==> config.mk <==
export PLATFORM = sky130hd
export DESIGN_NAME = keypad_scan
export DESIGN_NICKNAME = d
export VERILOG_FILES = /design/src/rtl/keypad_scan.sv
export SDC_FILE = /design/constraint.sdc
export NUM_CORES = 1
export LEC_CHECK = 0
export ABC_AREA = 1
export CELL_PAD_IN_SITES_DETAIL_PLACEMENT = 1
export CELL_PAD_IN_SITES_GLOBAL_PLACEMENT = 2
export CORE_MARGIN = 3
export CORE_UTILIZATION = 30
export DETAILED_ROUTE_END_ITERATION = 8
export PLACE_DENSITY = 0.7
export SETUP_SLACK_MARGIN = 0.05
export SYNTH_ARGS = -nofsm -noshare
export SYNTH_HDL_FRONTEND = slang
export SYNTH_SLANG_ARGS = --single-unit
==> constraint.sdc <==
create_clock -name clk -period 9.8 [get_ports clk]
set_input_delay 2.45 -clock clk [delete_from_list [all_inputs] [get_ports clk]]
set_output_delay 2.45 -clock clk [all_outputs]
set_load 0.02 [all_outputs]
==> src/rtl/keypad_scan.sv <==
// keypad_scan
//   Scans a 4x4 active-low matrix keypad one column at a time and debounces
//   over whole scan frames. Each accepted key is offered as a 4-bit code
//   through a valid/ready handshake.
//
//   Ports
//     clk         system clock
//     clr         asynchronous active-high reset
//     row[3:0]    keypad rows, active-low, asynchronous to clk
//     col[3:0]    column drive, active-low one-hot
//     key_code    {row_idx, col_idx} of the accepted key
//     key_valid   key_code holds an unconsumed key
//     key_ready   consumer accepts the key (transfer = valid & ready)
//     key_pressed debounced "accepted key is held" level
//     overrun     sticky flag: a press was dropped while key_valid was set
//     ovr_clr     synchronous clear of overrun
module keypad_scan #(
    parameter int SCAN_DIV       = 10_000,
    parameter int DEBOUNCE_SCANS = 4
) (
    input  logic       clk,
    input  logic       clr,
    input  logic [3:0] row,
    output logic [3:0] col,
    output logic [3:0] key_code,
    output logic       key_valid,
    input  logic       key_ready,
    output logic       key_pressed,
    output logic       overrun,
    input  logic       ovr_clr
);

    localparam int SW = (SCAN_DIV > 1) ? $clog2(SCAN_DIV) : 1;
    localparam int CW = $clog2(DEBOUNCE_SCANS + 1);
    localparam logic [SW-1:0] SLOT_LAST  = SW'(SCAN_DIV - 1);
    localparam logic [CW-1:0] CNT_TARGET = CW'(DEBOUNCE_SCANS);

    typedef enum logic [1:0] {
        ST_RELEASED     = 2'd0,
        ST_PRESS_PEND   = 2'd1,
        ST_PRESSED      = 2'd2,
        ST_RELEASE_PEND = 2'd3
    } state_t;

    logic [3:0]    r_row_meta;
    logic [3:0]    r_row_sync;
    logic [SW-1:0] r_slot;
    logic [1:0]    r_col_idx;
    logic [3:0]    r_col;
    logic [15:0]   r_frame;      // pressed map indexed by {row_idx, col_idx}
    state_t        r_state;
    logic [CW-1:0] r_cnt;
    logic [3:0]    r_cand;
    logic [3:0]    r_key_code;
    logic          r_key_valid;
    logic          r_key_pressed;
    logic          r_overrun;

    logic          w_sample;
    logic          w_frame_edge;
    logic [15:0]   w_frame_full;
    logic [4:0]    w_ones;
    logic [3:0]    w_code;
    logic          w_single;
    logic          w_match;
    logic [CW-1:0] w_cnt_inc;
    state_t        w_state_nx;
    logic [CW-1:0] w_cnt_nx;
    logic [3:0]    w_cand_nx;
    logic          w_press;
    logic          w_xfer;
    logic          w_drop;

    assign col         = r_col;
    assign key_code    = r_key_code;
    assign key_valid   = r_key_valid;
    assign key_pressed = r_key_pressed;
    assign overrun     = r_overrun;

    assign w_sample     = (r_slot == SLOT_LAST);
    assign w_frame_edge = w_sample && (r_col_idx == 2'd3);
    assign w_single     = (w_ones == 5'd1);
    assign w_match      = w_single && (w_code == r_cand);
    assign w_cnt_inc    = r_cnt + CW'(1);
    assign w_xfer       = r_key_valid & key_ready;
    // A press is dropped only if the previous key is still unconsumed this edge.
    assign w_drop       = w_press & r_key_valid & ~w_xfer;

    // Two-flop synchroniser for the asynchronous row inputs.
    always_ff @(posedge clk or posedge clr) begin
        if (clr) begin
            r_row_meta <= 4'hF;
            r_row_sync <= 4'hF;
        end else begin
            r_row_meta <= row;
            r_row_sync <= r_row_meta;
        end
    end

    // Slot timer, column rotation and per-column capture into the frame map.
    always_ff @(posedge clk or posedge clr) begin
        if (clr) begin
            r_slot    <= {SW{1'b0}};
            r_col_idx <= 2'd0;
            r_col     <= 4'b1110;
            r_frame   <= 16'h0000;
        end else if (w_sample) begin
            r_slot    <= {SW{1'b0}};
            r_col_idx <= r_col_idx + 2'd1;
            r_col     <= {r_col[2:0], r_col[3]};
            for (int r = 0; r < 4; r++) begin
                r_frame[{2'(r), r_col_idx}] <= ~r_row_sync[r];
            end
        end else begin
            r_slot <= r_slot + SW'(1);
        end
    end

    // Full frame seen at the last sample edge: stored columns plus the current one.
    always_comb begin
        w_frame_full = r_frame;
        for (int r = 0; r < 4; r++) begin
            w_frame_full[{2'(r), r_col_idx}] = ~r_row_sync[r];
        end
    end

    // Count pressed positions; w_code is meaningful only when exactly one is set.
    always_comb begin
        w_ones = 5'd0;
        w_code = 4'd0;
        for (int i = 0; i < 16; i++) begin
            w_ones = w_ones + 5'(w_frame_full[i]);
            if (w_frame_full[i]) begin
                w_code = 4'(i);
            end else begin
                w_code = w_code;
            end
        end
    end

    // Debounce next-state logic; advances only on frame-result edges.
    always_comb begin
        w_state_nx = r_state;
        w_cnt_nx   = r_cnt;
        w_cand_nx  = r_cand;
        w_press    = 1'b0;
        if (w_frame_edge) begin
            case (r_state)
                ST_RELEASED: begin
                    if (w_single) begin
                        w_cand_nx = w_code;
                        if (CNT_TARGET == CW'(1)) begin
                            w_state_nx = ST_PRESSED;
                            w_cnt_nx   = {CW{1'b0}};
                            w_press    = 1'b1;
                        end else begin
                            w_state_nx = ST_PRESS_PEND;
                            w_cnt_nx   = CW'(1);
                        end
                    end else begin
                        w_state_nx = ST_RELEASED;
                        w_cnt_nx   = {CW{1'b0}};
                    end
                end
                ST_PRESS_PEND: begin
                    if (w_match) begin
                        if (w_cnt_inc == CNT_TARGET) begin
                            w_state_nx = ST_PRESSED;
                            w_cnt_nx   = {CW{1'b0}};
                            w_press    = 1'b1;
                        end else begin
                            w_cnt_nx   = w_cnt_inc;
                        end
                    end else begin
                        // A different key or a multi-press abandons the candidate.
                        w_state_nx = ST_RELEASED;
                        w_cnt_nx   = {CW{1'b0}};
                    end
                end
                ST_PRESSED: begin
                    if (w_match) begin
                        w_cnt_nx = {CW{1'b0}};
                    end else if (CNT_TARGET == CW'(1)) begin
                        w_state_nx = ST_RELEASED;
                        w_cnt_nx   = {CW{1'b0}};
                    end else begin
                        w_state_nx = ST_RELEASE_PEND;
                        w_cnt_nx   = CW'(1);
                    end
                end
                ST_RELEASE_PEND: begin
                    if (w_match) begin
                        w_state_nx = ST_PRESSED;
                        w_cnt_nx   = {CW{1'b0}};
                    end else if (w_cnt_inc == CNT_TARGET) begin
                        w_state_nx = ST_RELEASED;
                        w_cnt_nx   = {CW{1'b0}};
                    end else begin
                        w_cnt_nx   = w_cnt_inc;
                    end
                end
                default: begin
                    w_state_nx = ST_RELEASED;
                    w_cnt_nx   = {CW{1'b0}};
                end
            endcase
        end else begin
            w_state_nx = r_state;
        end
    end

    // Debounce state, key_pressed level and the handshake output register.
    always_ff @(posedge clk or posedge clr) begin
        if (clr) begin
            r_state       <= ST_RELEASED;
            r_cnt         <= {CW{1'b0}};
            r_cand        <= 4'd0;
            r_key_pressed <= 1'b0;
            r_key_code    <= 4'd0;
            r_key_valid   <= 1'b0;
            r_overrun     <= 1'b0;
        end else begin
            r_state       <= w_state_nx;
            r_cnt         <= w_cnt_nx;
            r_cand        <= w_cand_nx;
            r_key_pressed <= (w_state_nx == ST_PRESSED) || (w_state_nx == ST_RELEASE_PEND);
            if (w_press && !w_drop) begin
                r_key_code  <= w_cand_nx;
                r_key_valid <= 1'b1;
            end else if (w_xfer) begin
                r_key_valid <= 1'b0;
            end else begin
                r_key_valid <= r_key_valid;
            end
            // Setting wins over a simultaneous clear request.
            if (w_drop) begin
                r_overrun <= 1'b1;
            end else if (ovr_clr) begin
                r_overrun <= 1'b0;
            end else begin
                r_overrun <= r_overrun;
            end
        end
    end

endmodule
==> impl_metrics.ini <==
[grt]
grt_usage = 0.138
grt_pass1_vias = 2675
grt_max_degree = 61
grt-ovfl-total = 0
antenna_found_initial = 0
grt_pass1_wl_mm = 13.0

[power_and_ir_drop]
finalPower_w = 0.000500
ir_worst_vdd_v = 0.0000639
powerDensity_nw_per_um2 = 132
p_leak_nw = 1.81

[route]
vias = 2476
antenna_left = 0
firstDrtPassIters = 4
routed_wl_mm = 7.24
viasPerCell = 4.48
drtIter0Drc = 47
routedWlPerCell_um = 13.1
route.detailed.drc = 0

[floorplan]
die_w_um = 110
die_y_um = 110
die_area_um2 = 12100
start_util = 0.312
rows = 37
io_pins = 19
core_um2 = 10400

[sta]
finalHoldViolCount = 0
tightest_slew_ns = 0.799
finalSetupViolCount = 0
relSlewSlack = 0.467
fmax_ghz = 0.187
period_share = 0.546
period_minus_slack_ns = 5.35
timing.final.max_slew_violations = 0
fin_skew_ns = 0.0164
fin_tns_setup_ns = 0
rsz0062_at_grt = no

[worst_hold_path]
hp-start = r_row_meta[1]$_DFF_PP1_
min_path_type = reg -> reg

[final_layout]
syn_to_final_growth_pct = 16.6
antenna_cells = 0
final-instance-count-excl-fill = 553
nets = 442
fill_cells = 1242
drive_gt1_frac = 0.137
final_util = 0.364

[yosys]
synth_edf_count = 0
post-synth-top-count-cell = nand2_1
yosysSeqAreaShare = 0.466
synth_ff_type = dfrtp_1
async_flop_share = 1.00
synth_fp_nets = 416
yosysUniqueCellTypes = 32
synth_area_leaders = dfrtp_1, nand2_1, dfstp_2
synthTopCellsByCount = nand2_1, inv_1, dfrtp_1
ys_ff_latch = 60
syn_inst = 386
synth_largest_area_cell = dfrtp_1
yosysWarnings = 0
synth_top_area_frac = 0.377
syn_avg_cell_area_um2 = 8.42
synthesis.area_um2 = 3250

[setup_path]
endpoint_kind = flip-flop
critPathLaunch = r_col_idx[1]$_DFFE_PP0N_
path_class = reg -> reg
start_kind = flip-flop
required_ns = 10.03
cp_max_fo = 7
critPathArrivalTime_ns = 5.58
r2r-start = r_col_idx[1]$_DFFE_PP0N_

[clock_tree]
clockBufferDepth = 2
hold_buffers = 0
clock_sinks = 60
cts_tree = yes
htree_levels = 3
post_cts_resized = 0
post_cts_buffers = 0
clkTransAtPathRegs_ns = 0.07
root_buffer = clkbuf_8
insertion_delay_ns = 0.34
numCtsBuffers = 9

[placement]
post-place-cells = 537
gp_congestion = 0.780
dp_hpwl_mm = 5.34
port_buffers = 18

[status]
status = completed

[run]
maxCapViolCount = 0
==> per-stage QoR <==
step                worst slack [ns]  instance area (um2)  hold WS, ns
floorplan                       4.82                 3250        0.345
global placement                4.49                 3600        0.345
detailed placement              4.40                 3600        0.347
CTS                             4.38                 3790        0.356
global route                    3.99                 3790        0.363
finish                          4.45                 3790        0.356
==> path summary, 6_finish.rpt <==
| check | to | slack, ns | depth (start not counted) |
|---|---|---|---|
| setup reg to reg | key_code[2]$_DFFE_PP0P_ | 4.45 | 23 |
| hold / removal | r_row_sync[1]$_DFF_PP1_ | 0.36 | 0 |
| hold reg to reg | r_row_sync[1]$_DFF_PP1_ | 0.36 | 0 |
| setup / recovery | key_code[2]$_DFFE_PP0P_ | 4.45 | 23 |
| max in group asynchronous | r_slot[5]$_DFF_PP0_ | 6.61 | 3 |
| min in group asynchronous | r_frame[4]$_DFFE_PP0N_ | 2.66 | 3 |
==> cell families (layout without fill, tap and decap cells) <==
| group | count (synthesis) | after routing | synth area share |
|---|---|---|---|
| compound gates | 58 | 58 | 0.0970 |
| fa+ha+maj | 22 | 22 | 0.108 |
| simple gates | 175 | 175 | 0.241 |
| flops | 60 | 60 | 0.466 |
| buf+inv | 67 | 98 | 0.0773 |
| xor+xnor | 4 | 4 | 0.0108 |
==> power breakdown <==
part           switching [W]  internal [W]
Combinational      0.0000131    0.00000852
Sequential        0.00000146      0.000251
Clock               0.000102      0.000124
Total               0.000117      0.000383
==> area by class of cell <==
| class | instances | area, um2 | area share |
|---|---|---|---|
| flip-flops and latches | 60 | 1520 | 0.400 |
| multi-input cells | 259 | 1490 | 0.392 |
| inverters | 62 | 233 | 0.0614 |
| repair buffers | 20 | 195 | 0.0515 |
| well taps | 136 | 170 | 0.0449 |
| clock buffers | 12 | 145 | 0.0383 |
| clock inverters | 4 | 48.8 | 0.0129 |
==> routing by layer <==
layer	vias up	global-route usage	part of all wire
li1	1263	-	-
met1	1188	0.183	0.50
met2	15	0.224	0.46
met3	10	0.0297	0.019
met4	0	0.0475	0.016
met5	-	0	0
==> critical path, stage by stage (launching register included) <==
cell      delay [ns]
dfrtp_1         0.40
inv_1           0.10
ha_1            0.19
inv_1           0.14
o21ai_0         0.28
inv_1           0.15
fa_1            0.55
fa_1            0.43
fa_1            0.49
inv_1           0.05
fa_1            0.44
ha_1            0.22
fa_1            0.42
nand3b_1        0.16
a211oi_1        0.21
a21boi_2        0.19
o21ai_1         0.09
nor2_1          0.08
and3_2          0.20
nand3_4         0.08
nor2_4          0.13
nand3_2         0.11
nand2_1         0.08
nand2_1         0.05
==> flip-flops by register name, indices dropped and copies added, names as in the netlist, 2 cells and up <==
signal,cells
r_frame,16
r_slot,14
col,4
key_code,4
r_cand,4
r_row_meta,4
r_row_sync,4
r_cnt,3
r_col_idx,2
r_state,2
==> cells in the final DEF (no fill, tap or decap), types with 3 or more instances in the layout <==
| cell | count |
|---|---|
| nand3_1 | 10 |
| o21ai_1 | 14 |
| nand2_2 | 6 |
| nor2_1 | 25 |
| clkdlybuf4s50_1 | 18 |
| clkbuf_8 | 10 |
| a21oi_1 | 9 |
| nor2_2 | 5 |
| inv_2 | 8 |
| fa_1 | 10 |
| dfstp_2 | 11 |
| nor3_1 | 3 |
| inv_1 | 54 |
| xor2_1 | 4 |
| nand2_1 | 107 |
| ha_1 | 12 |
| nand3_2 | 3 |
| o21ai_0 | 27 |
| dfrtp_1 | 49 |
| nand4_1 | 7 |
No activity file was read; power rests on OpenSTA's default activity.
==> patch 1: new RTL, same flow settings <==
Put one more register stage on the output `overrun`, cleared by the reset. The value now appears one clock later. The other outputs are not delayed to match.
--- a/src/rtl/keypad_scan.sv
+++ b/src/rtl/keypad_scan.sv
@@ -75,7 +75,13 @@
     assign key_code    = r_key_code;
     assign key_valid   = r_key_valid;
     assign key_pressed = r_key_pressed;
-    assign overrun     = r_overrun;
+    always_ff @(posedge clk or posedge clr) begin
+        if (clr) begin
+            overrun <= '0;
+        end else begin
+            overrun <= r_overrun;
+        end
+    end
 
     assign w_sample     = (r_slot == SLOT_LAST);
     assign w_frame_edge = w_sample && (r_col_idx == 2'd3);
Formal check against the unedited RTL: same outputs for any inputs over 10 cycles, from zero or initial values; that may be too few to reach the edited logic, so the function may still have changed.
==> patch 1 against the original RTL <==
Critical path depth unchanged. Largest power group unchanged. Global-route usage about the same. Critical path type unchanged. Worst setup slack got worse by 62 ps. Sequential cell count increased by 1. Final area increased by 1.7%. Sequential share of layout area about the same. Power decreased by 3.2%. Area after synthesis increased by 2.6%. Wire length increased by 5.6%.
==> patch 1: results (changes against the original RTL) <==
Status
  – Status: complete, no violations

Yosys
  – Average instance area after synthesis: 8.381 sq um (-0.51%)
  – Post-synthesis cell type count: 35 (+9.4%)
  – Sequential share of the synthesized area: 46.17% (-0.42 points)
  – Fraction of the mapped netlist area in compound gates: 9.715% (+0.019 points)
  – Synth cell count leaders: sky130_fd_sc_hd__nand2_1 (108), sky130_fd_sc_hd__inv_1 (61), sky130_fd_sc_hd__dfrtp_1 (50)
  – Cell types with the largest area share after synthesis: sky130_fd_sc_hd__dfrtp_1 (38%), sky130_fd_sc_hd__nand2_1 (12%), sky130_fd_sc_hd__dfstp_2 (8.7%)
  – Post-synthesis net count: 428 (+2.9%)
  – Xor and xnor area share after synthesis: 1.313% (+0.24 points)

Placement
  – Post-DP Area: 3679 sq um (+2.2%)
  – Routability cong.: 0.7595 (-2.6%)
  – Worst setup slack after placement: 4329 ps (-72.90 ps)
  – Number of placed cells counting well taps: 549 (+2.2%)
  – Post-DP HPWL: 5784 um (+8.2%)

Route
  – DR vias: 2,624 (+6.0%)
  – Drt wl/cell: 13.53 um (+3.4%)
  – Detail-routed via count per cell: 4.644 (+3.7%)

GRT
  – Pin count of the biggest net entering global routing: 62 (+1.6%)
  – Vias in the first global route: 2,854 (+6.7%)
  – Wire length of the first global-routing pass: 13,780 um (+6.0%)
  – Global routing usage summed across all routing layers: 13.85% (about the same)

Pwr
  – Peak supply drop: 0.06880 mV (+7.7%)
  – Leak: 1.865 nW (+2.9%)

Timing
  – Relative slew margins: 23.86% (-23 points)
  – Skew final: 7.247 ps (-9.151 ps)

Cells and area
  – Growth of design area from synthesis to finish: 15.60%
  – Final-stage net count: 454 (+2.7%)
  – Layout cells sized above 1: 12.35% (-1.3 points)

Setup path
  – Critical path data arrival time: 5650 ps (+70 ps)

Floorplanning
  – Starting Density: 31.60% (+0.38 points)
patch 1: cell type report:
type / instances / area share, %
multi-input cells: 265 / 39.52
flip-flops and latches: 61 / 39.94
repair buffers: 19 / 4.867
well taps: 136 / 4.413
inverters: 68 / 6.652
clock inverters: 4 / 0.5840
clock buffers: 12 / 4.023
patch 1: report_power, final:
part           internal (mW)  switching [mW]  total (mW)
clock                  0.104           0.101       0.205
sequential             0.255         0.00151       0.256
combinational        0.00819          0.0145      0.0227
total                  0.367           0.117       0.484
patch 1: worst paths after layout:
path | end | slack, ps | cells past startpoint
setup / recovery | key_code[3] | 4390 | 23
hold / removal | r_row_sync[1] | 360 | 0
setup reg to reg | key_code[3] | 4390 | 23
hold reg to reg | r_row_sync[1] | 360 | 0
max in group asynchronous | r_frame[2] | 6620 | 3
min in group asynchronous | key_code[2] | 2650 | 3
patch 1: per-layer routing:
layer	global-route usage (%)	share of wire, %
met4	4.623	1.3
met1	18.41	49
met5	0	0
met3	3.750	2.4
met2	21.95	47
==> patch 2: new RTL, same flow settings <==
Without the edit above. Set the parameter `SCAN_DIV` to 20_000 (it was 10_000).
--- a/src/rtl/keypad_scan.sv
+++ b/src/rtl/keypad_scan.sv
@@ -15,7 +15,7 @@
 //     overrun     sticky flag: a press was dropped while key_valid was set
 //     ovr_clr     synchronous clear of overrun
 module keypad_scan #(
-    parameter int SCAN_DIV       = 10_000,
+    parameter int SCAN_DIV       = 20_000,
     parameter int DEBOUNCE_SCANS = 4
 ) (
     input  logic       clk,
Formal check against the unedited RTL: no difference found for any inputs over 10 cycles, from zero or initial values; that may be too few to reach the edited logic, so the function may still have changed.
==> patch 2 against the original RTL <==
Clock skew decreased by 10 ps. Fmax decreased by 0.98%. Final area increased by 5.8%. Power increased by 16%. Area after synthesis increased by 3.8%. Die area increased by 3.6%. Clock power increased by 34%. Wire length increased by 5.6%. Utilization increased by 0.27 points. Critical endpoint unchanged. Worst setup slack got worse by 53 ps. Largest power group is now clock. Sequential cell count increased by 1.
==> patch 2: results (changes against the original RTL) <==
Setup path
  – Worst reg2reg startpoint: r_col_idx[0]
  – Kind of cell adding the most delay to the critical path: adder cells
  – Last element of the critical path: key_code[2]
  – Reg2Reg Depth: 21 (-8.7%)
  – Worst-path maximum fanout: 5 (-2)
  – Critical path data arrival time: 5630 ps (+50 ps)

Status
  – Status: complete, no violations

Route
  – Detailed router's first-iteration violation count: 104 (+120%)
  – Wirelength, routed: 7647 um (+5.6%)
  – DR vias: 2,632 (+6.3%)
  – Detail-routed via count per cell: 4.562 (+1.9%)

Yosys
  – Average instance area after synthesis: 8.318 sq um (-1.3%)
  – Sequential share of the synthesized area: 45.61% (-0.99 points)
  – Post-synthesis cell type count: 33 (+3.1%)
  – Post-synthesis net count: 436 (+4.8%)
  – Cell types with the largest area share after synthesis: sky130_fd_sc_hd__dfrtp_1 (37%), sky130_fd_sc_hd__nand2_1 (12%), sky130_fd_sc_hd__dfstp_2 (8.6%)
  – Share of flip-flops with an asynchronous set or reset after synthesis: 100.0% (unchanged)
  – Synth cell count leaders: sky130_fd_sc_hd__nand2_1 (111), sky130_fd_sc_hd__inv_1 (62), sky130_fd_sc_hd__dfrtp_1 (50)
  – Number of warnings issued by yosys: 0 (unchanged)

Clocking
  – Clock input transition at the sequential cells of the worst setup and hold paths: 50 ps (-20 ps)
  – Number of post-CTS setup repair buffers: 0 (unchanged)
  – CTS Buffer Depth: 2 (unchanged)
  – Buffer type at the clock tree root: sky130_fd_sc_hd__clkbuf_16

GRT
  – Pin count of the biggest net entering global routing: 62 (+1.6%)
  – Met2 track demand over resource in global routing: 21.49% (-0.95 points)
  – Vias in the first global route: 2,862 (+7.0%)
  – Global routing usage summed across all routing layers: 13.75% (-0.089 points)
  – Met3 track demand over resource: 3.127% (+0.16 points)
  – GR Util met1: 18.35% (about the same)
  – Wire length of the first global-routing pass: 13,870 um (+6.7%)

Pwr
  – Flip-flop and latch power: 0.257 mW (+2%)
  – Clock-net power: 0.302 mW (+34%)
  – Peak supply drop: 0.06686 mV (+4.6%)
  – Leak: 1.927 nW (+6.3%)
  – Clock network fraction of design power: 52.0% (+6.7 points)
  – Switching Fraction: 21.62% (-1.7 points)

Cells and area
  – Top Registers: r_frame x16, r_slot x15
  – Final-stage net count: 462 (+4.5%)
  – Layout cells sized above 1: 11.90% (-1.8 points)

Placement
  – Number of placed cells counting well taps: 561 (+4.5%)
  – Post-DP Area: 3729 sq um (+3.6%)
  – PortBufs: 18 (unchanged)
  – Post-DP HPWL: 5637 um (+5.5%)
  – Routability cong.: 0.7443 (-4.6%)

Timing
  – Worst Setup Slack, final: 4395 ps (-52.92 ps)
  – Worst hold slack: 347.9 ps (-8.050 ps)
  – Actual slew at the worst max-slew pin: 793.4 ps (-5.716 ps)
  – Skew final: 6.277 ps (-10.12 ps)

Hold path
  – Worst hold start: r_row_meta[1]
## patch 2: area by class of cell
cell class                      instances  area (sq um)
Clock buffer                           15         277.8
Clock inverter                          1         5.005
Fill cell                            1324          6924
Inverter                               70         262.8
Multi-Input combinational cell        270          1555
Sequential cell                        61          1540
Tap cell                              140         175.2
Timing Repair Buffer                   20         195.2
## patch 2: logic make-up (layout without fill, tap and decap cells)
| group | Yosys count | after routing | share of synthesized area [%] |
|---|---|---|---|
| fa+ha+maj | 22 | 22 | 10.37 |
| flops | 61 | 61 | 45.61 |
| buf+inv | 75 | 106 | 8.336 |
| simple gates | 186 | 186 | 24.82 |
| mux | 2 | 2 | 0.5928 |
| xor+xnor | 6 | 6 | 1.556 |
| compound gates | 54 | 54 | 8.707 |
## patch 2: routing by layer
metal	share of wire, %	wire [um]	vias up
met5	0	0	-
met4	1.8	140	0
met3	2.4	184	11
met2	46	3526	19
met1	50	3795	1281
li1	-	-	1321
